$ cat src/rtl/cnn_window_gen.sv
// cnn_window_gen: sliding KH x KW window generator for a raster-order pixel
// stream feeding a CNN kernel.
//
// Pixels arrive one per cycle whenever i_valid is high (no back-pressure).
// KH-1 line buffers hold the previous image lines. A KH x KW shift register
// holds the current window. When the accepted pixel completes a window that
// lies fully inside the image, the packed window is registered on o_fmap and
// o_valid pulses for one cycle.
//
// Ports:
//   clk          - rising-edge clock
//   rst          - asynchronous reset, active low
//   i_valid      - i_pixel is accepted this cycle
//   i_pixel      - IF_BW-bit pixel, raster order
//   o_fmap       - packed window; entry k = m*KW+n at [k*IF_BW +: IF_BW]
//   o_valid      - o_fmap holds a fresh complete window (one-cycle pulse)
//   o_busy       - a frame is in progress
//   o_frame_done - one-cycle pulse after the last pixel of a frame
module cnn_window_gen #(
    parameter int KW    = 3,
    parameter int KH    = 3,
    parameter int IF_BW = 8,
    parameter int IW    = 8,
    parameter int IH    = 8
) (
    input  logic                      clk,
    input  logic                      rst,
    input  logic                      i_valid,
    input  logic [IF_BW-1:0]          i_pixel,
    output logic [KW*KH*IF_BW-1:0]    o_fmap,
    output logic                      o_valid,
    output logic                      o_busy,
    output logic                      o_frame_done
);

    localparam int CW = (IW > 1) ? $clog2(IW) : 1;
    localparam int RW = (IH > 1) ? $clog2(IH) : 1;
    // A single dummy buffer keeps the declarations legal when KH == 1.
    localparam int LB = (KH > 1) ? KH - 1 : 1;

    typedef enum logic [1:0] {
        S_IDLE,
        S_ACTIVE,
        S_DONE
    } state_t;

    state_t state;
    state_t state_next;

    logic [CW-1:0] col;
    logic [RW-1:0] row;
    logic          col_last;
    logic          row_last;
    logic          frame_last;
    logic          win_ready;

    logic [IF_BW-1:0]           line_buf [LB][IW];
    logic [IF_BW-1:0]           win_p0   [KH][KW];
    logic [IF_BW-1:0]           win_next [KH][KW];
    logic [KW*KH*IF_BW-1:0]     fmap_next;
    logic [KW*KH*IF_BW-1:0]     fmap_p1;
    logic                       vld_p1;

    assign col_last   = (col == CW'(IW - 1));
    assign row_last   = (row == RW'(IH - 1));
    assign frame_last = col_last && row_last;
    // The incoming pixel is the bottom-right corner of an in-image window.
    assign win_ready  = (row >= RW'(KH - 1)) && (col >= CW'(KW - 1));

    // ---- stage p0: window shift and packing (combinational next window) ----
    for (genvar m = 0; m < KH; m++) begin : g_row
        for (genvar n = 0; n < KW; n++) begin : g_col
            if (n < KW - 1) begin : g_shift
                assign win_next[m][n] = win_p0[m][n+1];
            end else if (m < KH - 1) begin : g_buf
                // line_buf[m] holds image line (row - KH + 1 + m) at this column
                assign win_next[m][n] = line_buf[m][col];
            end else begin : g_new
                assign win_next[m][n] = i_pixel;
            end
            assign fmap_next[(m*KW+n)*IF_BW +: IF_BW] = win_next[m][n];
        end
    end

    // Line buffers and window are pure data: never reset. Stale contents are
    // harmless because no window is emitted before KH lines have been seen.
    always_ff @(posedge clk) begin
        if (i_valid) begin
            for (int j = 0; j < LB - 1; j++) begin
                line_buf[j][col] <= line_buf[j+1][col];
            end
            line_buf[LB-1][col] <= i_pixel;
            win_p0 <= win_next;
        end
    end

    // ---- stage p1: registered window output and raster counters ----
    always_ff @(posedge clk or negedge rst) begin
        if (!rst) begin
            col     <= '0;
            row     <= '0;
            vld_p1  <= 1'b0;
            fmap_p1 <= '0;
        end else begin
            vld_p1 <= i_valid && win_ready;
            if (i_valid) begin
                if (col_last) begin
                    col <= '0;
                    row <= row_last ? '0 : row + RW'(1);
                end else begin
                    col <= col + CW'(1);
                end
                if (win_ready) begin
                    fmap_p1 <= fmap_next;
                end
            end
        end
    end

    assign o_fmap  = fmap_p1;
    assign o_valid = vld_p1;

    // ---- frame control FSM ----
    always_ff @(posedge clk or negedge rst) begin
        if (!rst) begin
            state <= S_IDLE;
        end else begin
            state <= state_next;
        end
    end

    always_comb begin
        state_next   = state;
        o_busy       = 1'b0;
        o_frame_done = 1'b0;
        case (state)
            S_IDLE: begin
                if (i_valid) begin
                    state_next = frame_last ? S_DONE : S_ACTIVE;
                end
            end
            S_ACTIVE: begin
                o_busy = 1'b1;
                if (i_valid && frame_last) begin
                    state_next = S_DONE;
                end
            end
            S_DONE: begin
                o_frame_done = 1'b1;
                // A pixel arriving here is (0,0) of the next frame.
                if (i_valid) begin
                    state_next = frame_last ? S_DONE : S_ACTIVE;
                end else begin
                    state_next = S_IDLE;
                end
            end
            default: begin
                state_next = S_IDLE;
            end
        endcase
    end

endmodule

$ cat config.mk
export PLATFORM = sky130hd
export DESIGN_NAME = cnn_window_gen
export DESIGN_NICKNAME = d
export VERILOG_FILES = /design/src/rtl/cnn_window_gen.sv
export SDC_FILE = /design/constraint.sdc
export NUM_CORES = 1
export LEC_CHECK = 0
export ABC_AREA = 1
export CAP_MARGIN = 25
export CORE_AREA = 2 2 242 125
export CTS_BUF_LIST = sky130_fd_sc_hd__clkbuf_4 sky130_fd_sc_hd__clkbuf_8
export DETAILED_ROUTE_END_ITERATION = 8
export DIE_AREA = 0 0 244 127
export GPL_TIMING_DRIVEN = 1
export SLEW_MARGIN = 20
export SYNTH_ARGS = -nofsm -noshare
export SYNTH_HDL_FRONTEND = slang
export SYNTH_SLANG_ARGS = --single-unit
$ cat constraint.sdc
create_clock -name clk -period 2.8 [get_ports clk]
set_input_delay 0.56 -clock clk [delete_from_list [all_inputs] [get_ports clk]]
set_output_delay 0.56 -clock clk [all_outputs]
set_load 0.02 [all_outputs]
==> results of run 1 <==
how the worst max path moves through the flow:
stage                       end
6_report                 o_busy
5_1_grt                  o_busy
4_1_cts                  o_busy
3_5_place_dp             row[2]
3_3_place_gp             row[2]
2_1_floorplan  line_buf[0][120]
Yosys cell counts (2+ instances only):
master / n / area [sq um]
clkbuf_1: 9 / 33.8
inv_1: 101 / 379
or2_2: 6 / 37.5
nor2_2: 2 / 12.5
nor2_1: 13 / 48.8
buf_2: 19 / 95.1
inv_2: 3 / 11.3
o21ai_0: 3 / 15.0
nand2_1: 334 / 1250
a21oi_1: 2 / 10.0
ha_1: 5 / 62.6
or2_1: 10 / 62.6
buf_4: 7 / 52.6
dfrtp_1: 81 / 2030
nand3_1: 90 / 450
edfxtp_1: 176 / 5290
o21ai_1: 14 / 70.1
nor3_1: 2 / 10.0
cell usage in the layout (no fill, tap or decap), types with 3 or more instances in the layout:
cell / synthesis / final
o21ai_1: 14 / 14
or2_2: 6 / 6
clkbuf_8: 0 / 46
o21ai_0: 3 / 3
clkbuf_4: 0 / 20
buf_4: 7 / 24
edfxtp_1: 176 / 176
clkdlybuf4s50_1: 0 / 83
dfrtp_1: 81 / 81
inv_1: 101 / 101
inv_2: 3 / 3
nor2_1: 13 / 13
nand2_1: 334 / 334
nand3_1: 90 / 90
or2_1: 10 / 10
ha_1: 5 / 5
power by group:
part / leakage, uW / internal (uW) / switching (uW)
sequential: 0.00265 / 5410 / 471
clock: 0.000445 / 1780 / 1420
combinational: 0.00227 / 1600 / 2750
total: 0.00537 / 8790 / 4640
flip-flops by register name, indices dropped and copies added, names as in the netlist:
| signal | count |
|---|---|
| row | 3 |
| state | 2 |
| col | 3 |
| line_buf | 128 |
| fmap_next | 48 |
| o_valid | 1 |
| o_fmap | 72 |
logic make-up after synthesis:
family / Yosys count
mux: 1
compound gates: 23
flops: 257
buf+inv: 140
fa+ha+maj: 5
simple gates: 458
metrics by stage:
step                power [uW]  utilization [%]  worst slack, ns  instance area, sq um
floorplan                 8410                -            0.325                  9970
global placement         10300             39.5            0.653                 11300
detailed placement       10400             39.6            0.595                 11300
CTS                      13600             42.5            0.502                 12200
global route             14300             42.5            0.429                 12200
finish                   13400             42.5            0.531                 12200
per-layer routing:
| metal | wire length, microns | track usage (%) | vias up |
|---|---|---|---|
| li1 | - | - | 3100 |
| met1 | 9870 | 18.9 | 3056 |
| met2 | 10300 | 23.2 | 121 |
| met3 | 993 | 2.94 | 32 |
| met4 | 326 | 4.48 | 0 |
| met5 | 0 | 0 | - |
final cells by class:
class | count | area, sq um | area share [%]
multi-input combinational | 487 | 2090 | 17.2
clock inverter | 6 | 41.3 | 0.339
sequential | 257 | 7310 | 60.0
timing repair buffer | 111 | 1070 | 8.81
inverter | 104 | 390 | 3.21
clock buffer | 66 | 783 | 6.43
tap | 391 | 489 | 4.02
tightest hold or removal path, delay by kind of cell (launching register included):
kind / cells / cell delay [ns]
DFF: 1 / 0.32
and+or+nand+nor: 2 / 0.09
timing repair:
item / 4_1_cts / 5_1_grt
hold buffers: 1 / 0
setup buffers: 0 / 0
resized for setup: 0 / 0
hold endpoints to repair: 26 / 0
==> impl_metrics.csv, run 1 <==
group,metric,value,unit
route,routed_wl,21500,microns
sta,final.min_clock_period,2.27,ns
cells_and_area,fill_cells,2621,
synthesis,synth_compound_area_share,1.24,%
route,drtPass1Iterations,5,
floorplanning,initial_utilization,34.7,%
setup_path,worstPathMaxFanout,4,
global_routing,grt_usage,14.1,%
sta,timing.fmax,441,MHz
route,via_per_inst,4.44,
synthesis,syn-num-nets,900,
cells_and_area,fin_cells,1422,
clocking,clkTransAtPathRegs,0.06,ns
synthesis,synth_top_family_by_area,"simple AND/OR/NAND/NOR gates",
power_and_ir_drop,powerDensity,1100,nW/um^2
sta,finalCritPeriodShare,81.0,%
clocking,clk_latency,0.55,ns
synthesis,async_flop_share,31.5,%
synthesis,synth-simple-area-share,18.9,%
global_routing,gr-total-overflow,0,
synthesis,synthFlopType,"edfxtp_1",
clocking,cts.path.max_buffers,3,
floorplanning,dieHeight,127,microns
cells_and_area,final_nets,1016,
setup_path,critPathKind,"reg -> out",
setup_path,crit_start,"state[0]",
sta,hold_viol_final,0,
min_path,holdPathEnd,"o_fmap[30]",
setup_path,critical_path.cell_chain,"inv_1 -> nor2_1 -> clkdlybuf4s50_1",
global_routing,grt_max_degree,73,
sta,drv_slew,0,
power_and_ir_drop,irDropWorstVdd,0.388,mV
cells_and_area,area_growth,22.2,%
floorplanning,core-area,28700,sq um
floorplanning,die-area,31000,sq um
route,drtIter0Drc,407,
global_routing,antenna_found_initial,0,
route,wl_per_cell,15.1,microns
sta,fin_skew,0.0233,ns
setup_path,critPathLaunchType,"flop",
floorplanning,io_pins,86,
synthesis,netlist_area,9970,sq um
setup_path,reg2reg_to,"line_buf[0][32]",
synthesis,synthAdderAreaFrac,0.628,%
min_path,hp-start,"fmap_next[30]",
clocking,cts.sinks,257,
setup_path,slowest_stage,"clkdlybuf4s50_1",
synthesis,synth_edf_count,176,
place,routabilityCongestion,0.751,
setup_path,r2r_slack,0.73,ns
power_and_ir_drop,p_leak,0.00537,uW
synthesis,yosys_warnings,0,
min_path,worst_hold_path_type,"reg -> reg",
synthesis,postSynthRegisterBits,257,
clocking,numCtsBuffers,39,
synthesis,synthCells,884,
setup_path,cp_top_family,"buffers and inverters",
global_routing,grt_pass1_vias,6389,
min_path,hold_depth,2,
synthesis,yosysUniqueCellTypes,25,
synthesis,synthMuxAreaShare,0.113,%
clocking,cts_root_buf,"clkbuf_8",
sta,rsz0062_at_grt,"no",
synthesis,avgSynthCellArea,11.3,sq um
synthesis,yosysSeqAreaShare,73.4,%
floorplanning,num_rows,44,
synthesis,synth-xor-area-share,0,%
setup_path,worst-path-stages,3,
global_routing,grt_pass1_wl,34100,microns
cells_and_area,diodes,0,
route,num_vias,6309,
clocking,h-tree-depth,2,
status,status,"finished clean",
setup_path,rr_worst_depth,5,
setup_path,end_kind,"output pin",
sta,fin_tns_setup,0,ns
place,port_buffers,85,
setup_path,cp_slowest_stage_delay,0.62,ns
route,drc,0,
place,dp.cells,1349,
setup_path,cp.arrival,1.71,ns
sta,slew_headroom,48.9,%
sta,whs,0.441,ns
cells_and_area,drive_gt1_share,10.9,%
place,dpl.hpwl,13200,microns
route,drtAntennaViolNets,0,
run,cap_viol_max_count,0,
setup_path,rr_startpoint,"col[1]",
sta,setup_viol,0,
sta,tightest_slew,0.767,ns
setup_path,cp.buffers_inverters,2,
clocking,cts_tree,"done",
setup_path,critPathRequiredTime,2.24,ns
floorplanning,fp.dieW,244,microns
No activity file was read; power rests on OpenSTA's default activity.
==> inputs of run 2 (changes only) <==
Clock period 2.8 ns to 2.4 ns, I/O delays scaled along.
==> run 2 against run 1 <==
Effect of this change:
- routed wire length grew 2.5%
- critical path depth is the same
- combinational power grew 18%
- hold slack lost 0.041 ns
- global-route usage grew 0.55 points
- die area is the same
- total power grew 18%
- final area grew 0.31%
- flip-flop and latch count is the same
==> impl_metrics.csv, run 2 (same netlist as run 1, synthesis figures left out) <==
group,metric,value,unit
status,status,"finished clean",
cells_and_area,fill_cells,2651,
sta,final.min_clock_period,2.18,ns
clocking,clk_latency,0.56,ns
power_and_ir_drop,powerDensity,1300,nW/um^2
floorplanning,die-area,31000,sq um
clocking,h-tree-depth,2,
setup_path,slowest_stage,"clkdlybuf4s50_1",
cells_and_area,regArea,7310,sq um
sta,finalCritPeriodShare,90.9,%
global_routing,grt_pass1_wl,35400,microns
power_and_ir_drop,p_leak,0.00538,uW
clocking,post_cts_buffers,0,
cells_and_area,diodes,0,
route,via_per_inst,4.37,
setup_path,worstPathMaxFanout,4,
sta,timing.fmax,458,MHz
setup_path,critPathRequiredTime,1.92,ns
sta,slew_headroom,64.4,%
route,drc,0,
sta,whs,0.399,ns
cells_and_area,largest_reg_flops,128,
setup_path,critPathLaunchType,"flop",
floorplanning,core-area,28700,sq um
setup_path,cp.buffers_inverters,2,
route,drtPass1Iterations,5,
floorplanning,fp.dieW,244,microns
floorplanning,dieHeight,127,microns
clocking,cts.path.max_buffers,3,
route,drtAntennaViolNets,0,
place,port_buffers,85,
setup_path,cp.arrival,1.70,ns
sta,fin_tns_setup,0,ns
route,drtIter0Drc,437,
global_routing,grt_pass1_vias,6221,
power_and_ir_drop,irDropWorstVdd,0.567,mV
route,routed_wl,22000,microns
sta,rsz0062_at_grt,"no",
floorplanning,initial_utilization,34.7,%
setup_path,r2r_slack,0.41,ns
floorplanning,io_pins,86,
setup_path,cp_top_family,"buffers and inverters",
route,wl_per_cell,15.4,microns
setup_path,critPathKind,"reg -> out",
cells_and_area,area_growth,22.6,%
cells_and_area,multi_input_area,2090,sq um
clocking,cts_root_buf,"clkbuf_8",
sta,hold_viol_final,0,
cells_and_area,layout_common_cells,"nand2_1, edfxtp_1, inv_1",
sta,tightest_slew,0.533,ns
sta,fin_skew,0.0251,ns
route,num_vias,6234,
setup_path,critical_path.cell_chain,"inv_1 -> nor2_1 -> clkdlybuf4s50_1",
clocking,cts_tree,"done",
setup_path,cp_slowest_stage_delay,0.61,ns
clocking,numCtsBuffers,40,
sta,drv_slew,0,
clocking,clkTransAtPathRegs,0.06,ns
global_routing,gr-total-overflow,0,
setup_path,end_kind,"output pin",
cells_and_area,final_nets,1019,
cells_and_area,largest_register,"line_buf",
sta,setup_viol,0,
global_routing,grt_max_degree,74,
cells_and_area,layout_commonest_cell,"nand2_1",
place,routabilityCongestion,0.799,
run,cap_viol_max_count,0,
clocking,ctsResizeCount,0,
global_routing,grt_usage,14.6,%
cells_and_area,drive_gt1_share,11.0,%
floorplanning,num_rows,44,
min_path,worst_hold_path_type,"in -> reg",
place,dpl.hpwl,13600,microns
global_routing,antenna_found_initial,0,
cells_and_area,fin_util,42.6,%
clocking,cts.sinks,257,
==> run 2: worst register-to-register path: cells and delay by family (launching register included) <==
| kind | cells | cell delay (ns) |
|---|---|---|
| AND/OR/NAND/NOR | 4 | 1.03 |
| flip-flops | 1 | 0.55 |
| buffers and inverters | 1 | 0.16 |
==> run 2: cell type report <==
type                    instances  area share, %
flip-flops and latches        257           59.9
multi-input cells             487           17.1
clock buffers                  62           6.22
well taps                     391           4.00
clock inverters                11          0.676
repair buffers                113           8.95
inverters                     104           3.20
==> run 2: metrics by stage <==
| step | setup slack (ns) | total power, uW | cells | area (sq um) |
|---|---|---|---|---|
| 6_report | 0.218 | 15800 | 1425 | 12200 |
| 5_1_grt | 0.0979 | 16900 | 1425 | 12200 |
| 4_1_cts | 0.175 | 16100 | 1425 | 12200 |
| 3_5_place_dp | 0.466 | 12100 | 1351 | 11400 |
| 3_3_place_gp | 0.604 | 12000 | 1351 | 11400 |
| 2_1_floorplan | 0.00319 | 9810 | 884 | 9970 |
==> run 2: worst paths after layout <==
kind,end,depth (start not counted),startpoint
setup / recovery,o_busy,3,state[0]
hold / removal,col[0],4,i_valid
setup reg to reg,line_buf[0][55],5,col[1]
hold reg to reg,o_fmap[0],2,fmap_next[0]
max in group asynchronous,o_fmap[11],3,rst
min in group asynchronous,o_fmap[70],2,rst
==> run 2: where the power goes <==
group	switching (uW)	leakage [uW]	internal, uW	total (uW)
Clock	1710	0.000450	2130	3840
Combinational	3240	0.00228	1880	5130
Sequential	544	0.00265	6310	6860
Total	5500	0.00538	10300	15800
==> run 2: what timing repair did <==
action | 4_1_cts | 5_1_grt
hold endpoints to repair | 32 | 0
setup endpoints to repair | 0 | 0
hold buffers | 1 | 0
==> run 2: per-layer routing <==
metal / track usage, % / share of wire, % / up-vias
met5: 0 / 0 / -
met2: 22.4 / 45 / 121
met3: 3.36 / 5.4 / 45
met1: 20.7 / 48 / 2963
met4: 4.95 / 2.2 / 0
li1: - / - / 3105
==> inputs of run 3 (changes only) <==
Settings changed: CTS_CLUSTER_SIZE set to 20.
==> results of run 3 <==
Final layout, timing and power as in run 2 (identical DEF).
==> RTL change 1 (config.mk and constraints of run 3) <==
Make the reset (`rst`) synchronous in 2 clocked blocks. Comments in the files are not updated.
--- a/src/rtl/cnn_window_gen.sv
+++ b/src/rtl/cnn_window_gen.sv
@@ -97,3 +97,3 @@
     // ---- stage p1: registered window output and raster counters ----
-    always_ff @(posedge clk or negedge rst) begin
+    always_ff @(posedge clk) begin
         if (!rst) begin
@@ -123,3 +123,3 @@
     // ---- frame control FSM ----
-    always_ff @(posedge clk or negedge rst) begin
+    always_ff @(posedge clk) begin
         if (!rst) begin
Check against the original RTL: differs if rst is asserted again (counterexample within 4 cycles, from zero or initial values and one cycle with rst low); with rst held inactive, the same outputs for 10 cycles.
==> RTL change 1 against run 3 <==
  * Via count rose by 8.0%
  * Sequential share of layout area down 2.3 points
  * Utilization fell by 0.73 points
  * Worst hold slack improved by 0.00055 ns
  * Highest routed layer unchanged
  * Cell area down 1.7%
  * Wire length up 4.9%
  * Worst setup slack better by 0.065 ns
  * Area after synthesis hardly changed
  * Sequential cell count unchanged
Power is not compared: it rests on default switching activity, and its combinational part moved more than twofold at a synthesized area within 25%.
==> RTL change 1: results (changes against run 3) <==
final_layout:
  n_fill_cell: 2711  # +2.3%
  final_nets: 1097  # +7.7%
  final_layout_size_suffix_gt1_share_pct: 10.2  # -0.84 points
  fin_cells: 1501  # +5.3%
sta:
  hold_slack_ns: 0.400  # +0.000549 ns
  clock_skew_ns: 0.0186  # -0.00658 ns
  worst_pin_slew_ns: 0.646  # +0.114 ns
  min_period_over_period_pct: 88.2  # -2.7 points
synth:
  yosys_warnings: 0  # unchanged
  synthTopCellsByArea: "edfxtp_1 53%, dfxtp_1 16%, nand2_1 10%"
  avgSynthCellArea_um2: 10.3  # -9.0%
  seq_area_frac_synth_pct: 69.3  # -4.1 points
  synthArstFlopShare_pct: 0  # -32 points
  synth_fp_nets: 988  # +9.8%
  netlist-cell-type-count: 27  # +8.0%
grt:
  grt_pass1_wl_um: 36400  # +2.9%
  grt_pass1_vias: 6596  # +6.0%
  grtUsageTotal_pct: 15.1  # +0.47 points
  grt_max_degree: 62  # -16%
critical_path:
  crit_path_max_fanout: 3  # -1
  r2r_setup_slack_ns: 0.45  # +0.04 ns
  arrival_ns: 1.64  # -0.06 ns
placed_design:
  gp_congestion: 0.805  # +0.73%
  post-place-ws_ns: 0.497  # +0.0312 ns
  placedInstanceArea_um2: 11300  # -0.95%
  dpl.cell_count: 1431  # +5.9%
  numPortBuffers: 85  # unchanged
  hpwl_um: 15300  # +13%
clock_tree:
  clk_latency_ns: 0.53  # -0.03 ns
drt:
  avgViaCountPerCell: 4.49  # +2.5%
  wl_per_cell_um: 15.4  # -0.43%
  drt_iter0_markers: 619  # +42%
pwr:
  p_int_mw: 7.01
outcome:
  status: "complete, no violations"
-- RTL change 1: power by group through the flow --
stage	Clock, mW	Combinational (mW)	Sequential, mW
finish	3.48	0.629	5.02
CTS	3.58	0.633	5.02
global route	3.77	0.708	5.04
floorplan	0	0.364	5.10
global placement	0	0.622	5.11
detailed placement	0	0.631	5.12
-- RTL change 1: final timing paths --
path | start | end | cells after the start
hold / removal | i_valid | col[2] | 3
setup reg to reg | col[1] | line_buf[0][104] | 6
setup / recovery | state[0] | o_busy | 3
hold reg to reg | fmap_next[8] | fmap_next[0] | 0
-- RTL change 1: critical path: stages, from the launching register on --
cell             delay, ns
dfxtp_1               0.33
inv_1                 0.06
nor2_1                0.09
clkdlybuf4s50_1       0.63
-- RTL change 1: area by class of cell --
type | instances | share of cell area (%)
Sequential cell | 257 | 57.5
Multi-Input combinational cell | 561 | 19.9
Timing Repair Buffer | 110 | 8.77
Clock buffer | 61 | 5.95
Tap cell | 391 | 4.07
Inverter | 112 | 3.52
Clock inverter | 8 | 0.271
Antenna cell | 1 | 0.0208
-- RTL change 1: routing by layer --
metal	vias up	GRT usage [%]	part of all wire (%)
li1	3333	-	-
met1	3188	21.5	47
met2	176	23.4	45
met3	35	3.05	6.1
met4	0	4.70	1.8
met5	-	0	0
-- RTL change 1: cell families (layout without fill, tap and decap cells) --
family / after synthesis / after routing / synth area share (%)
other: 0 / 1 / 0
adder cells (fa/ha/maj): 5 / 5 / 0.627
AND/OR/NAND/NOR: 488 / 488 / 19.7
buffers and inverters: 154 / 291 / 6.93
AO/OA/AOI/OAI: 68 / 68 / 3.53
flip-flops: 257 / 257 / 69.3
==> RTL change 2 (config.mk and constraints of run 3) <==
Made on the original files. Change the parameter `IH` from 8 to 32.
--- a/src/rtl/cnn_window_gen.sv
+++ b/src/rtl/cnn_window_gen.sv
@@ -23,3 +23,3 @@
     parameter int IW    = 8,
-    parameter int IH    = 8
+    parameter int IH    = 32
 ) (
Formal check against the unedited RTL: no difference found for any inputs over 10 cycles, from zero or initial values and one cycle with rst low; that may be too few to reach the edited logic, so the function may still have changed.
==> RTL change 2 against run 3 <==
  * Global-route usage rose by 0.67 points
  * Final cell count rose by 4.8%
  * Wire length rose by 7.0%
  * Sequential cell count rose by 2
  * Maximum frequency fell by 2.1%
  * Sequential power rose by 2%
  * Non-clock buffer count rose by 4
  * Area after synthesis rose by 3.6%
  * Worst setup slack got worse by 0.048 ns
  * Register-to-register slack got worse by 0.24 ns
  * Cell area rose by 2.7%
  * Power rose by 3.7%
==> RTL change 2: results (changes against run 3) <==
final_layout:
  largest_register: "line_buf"
  final_nets: 1090  # +7.0%
  n_fill_cell: 2653  # +0.075%
  num_antenna_cells: 0  # unchanged
  final_layout_size_suffix_gt1_share_pct: 11.0  # -0.055 points
  utilization_pct: 43.8  # +1.2 points
drt:
  first_pass_iters: 7  # +2
  drt_iter0_markers: 572  # +31%
  wl_per_cell_um: 15.7  # +2.0%
  wl_um: 23500  # +7.0%
  avgViaCountPerCell: 4.50  # +2.9%
critical_path:
  r2r_cells: 4  # -1
  path_delay_family: "simple AND/OR/NAND/NOR gates"
  rr_endpoint: "line_buf[0][16]"
  cp_slowest_cell: "buf_4"
  r2r_setup_slack_ns: 0.17  # -0.24 ns
  timing.rr.start: "col[0]"
  max_stage_delay_ns: 0.59  # -0.02 ns
  crit_path_max_fanout: 66  # +62
  arrival_ns: 2.27  # +0.57 ns
min_path:
  min_path_type: "register to register"
  min_from: "fmap_next[51]"
  hold_end: "o_fmap[51]"
  min_path_cells: 2  # -2
placed_design:
  gp_congestion: 0.775  # -3.0%
  hpwl_um: 14700  # +8.1%
  numPortBuffers: 85  # unchanged
  dpl.cell_count: 1420  # +5.1%
  placedInstanceArea_um2: 11700  # +3.3%
  post-place-ws_ns: 0.0454  # -0.421 ns
sta:
  min_period_over_period_pct: 92.9  # +2.0 points
  worst_pin_slew_ns: 0.847  # +0.314 ns
  clock_skew_ns: 0.0193  # -0.00581 ns
  hold_slack_ns: 0.443  # +0.0440 ns
synth:
  synth_fp_nets: 963  # +7.0%
  synthTopCellsByCount: "372 x nand2_1, 176 x edfxtp_1, 140 x inv_1"
  syn_inst: 946  # +7.0%
  netlist-cell-type-count: 28  # +12%
  seq_area_frac_synth_pct: 71.3  # -2.1 points
  synthTopCellsByArea: "edfxtp_1 51%, dfrtp_1 20%, nand2_1 14%"
  synthArstFlopShare_pct: 32.0  # +0.53 points
  yosysTopAreaCellShare_pct: 51.2  # -1.9 points
grt:
  antenna_found_initial: 1  # +1
  grtUsageTotal_pct: 15.3  # +0.67 points
  grt_max_degree: 67  # -9.5%
  grt_pass1_wl_um: 36800  # +4.1%
  grt_pass1_vias: 6727  # +8.1%
outcome:
  status: "complete, no violations"
pwr:
  irDropWorstVdd_mv: 0.523  # -7.8%
  p_leak_nw: 5.70  # +5.9%
clock_tree:
  cts.path.max_buffers: 3  # unchanged
  clk_latency_ns: 0.53  # -0.03 ns
RTL change 2: cell count changes in the layout (fill, tap and decap cells not counted), sizes merged, moves of 2 or more:
cell,change
dfrtp,+2
nand3,-25
clkinv,+4
nand4,+16
nor2,+7
nand2,+38
clkbuf,-2
nor3,-2
or2,-14
inv,+37
o21ai,+4
buf,+4
RTL change 2: worst max-delay path by stage:
stage	to	startpoint	slack, ns	cells past startpoint
floorplan	line_buf[0][100]	col[1]	0.39	5
global placement	o_fmap[47]	row[0]	0.09	8
detailed placement	o_fmap[46]	row[0]	0.05	8
CTS	o_fmap[45]	row[0]	0.02	8
global route	line_buf[0][16]	col[0]	0.04	4
finish	line_buf[0][16]	col[0]	0.17	4
RTL change 2: where the power goes:
part	switching (mW)	leakage [nW]	total, mW	internal, mW
clock	1.66	0.433	3.67	2.01
combinational	3.68	2.61	5.74	2.06
sequential	0.590	2.66	7.01	6.42
RTL change 2: per-layer routing:
metal	GRT usage (%)	vias up	share of wire (%)
li1	-	3264	-
met1	21.2	3274	47
met2	24.5	154	46
met3	3.34	32	5.9
met4	4.41	0	1.4
met5	0	-	0
RTL change 2: cell families after synthesis:
logic type | Yosys count | share of synthesized area, %
buffers and inverters | 176 | 7.42
and+or+nand+nor | 478 | 18.8
AOI/OAI and AO/OA | 26 | 1.72
adders and majority gates | 6 | 0.727
DFF | 259 | 71.3
xor gates and xnor gates | 1 | 0.0848
RTL change 2: tightest hold or removal path, stage by stage (launching register included):
cell and delay [ns]:
edfxtp_1 0.32, nand2_1 0.05, nand2_1 0.05
RTL change 2: final cells by class:
cell class	instances	area share, %
well taps	391	3.90
multi-input cells	512	17.6
inverters	143	4.29
repair buffers	117	9.25
flip-flops and latches	259	58.7
clock inverters	12	0.638
clock buffers	60	5.68
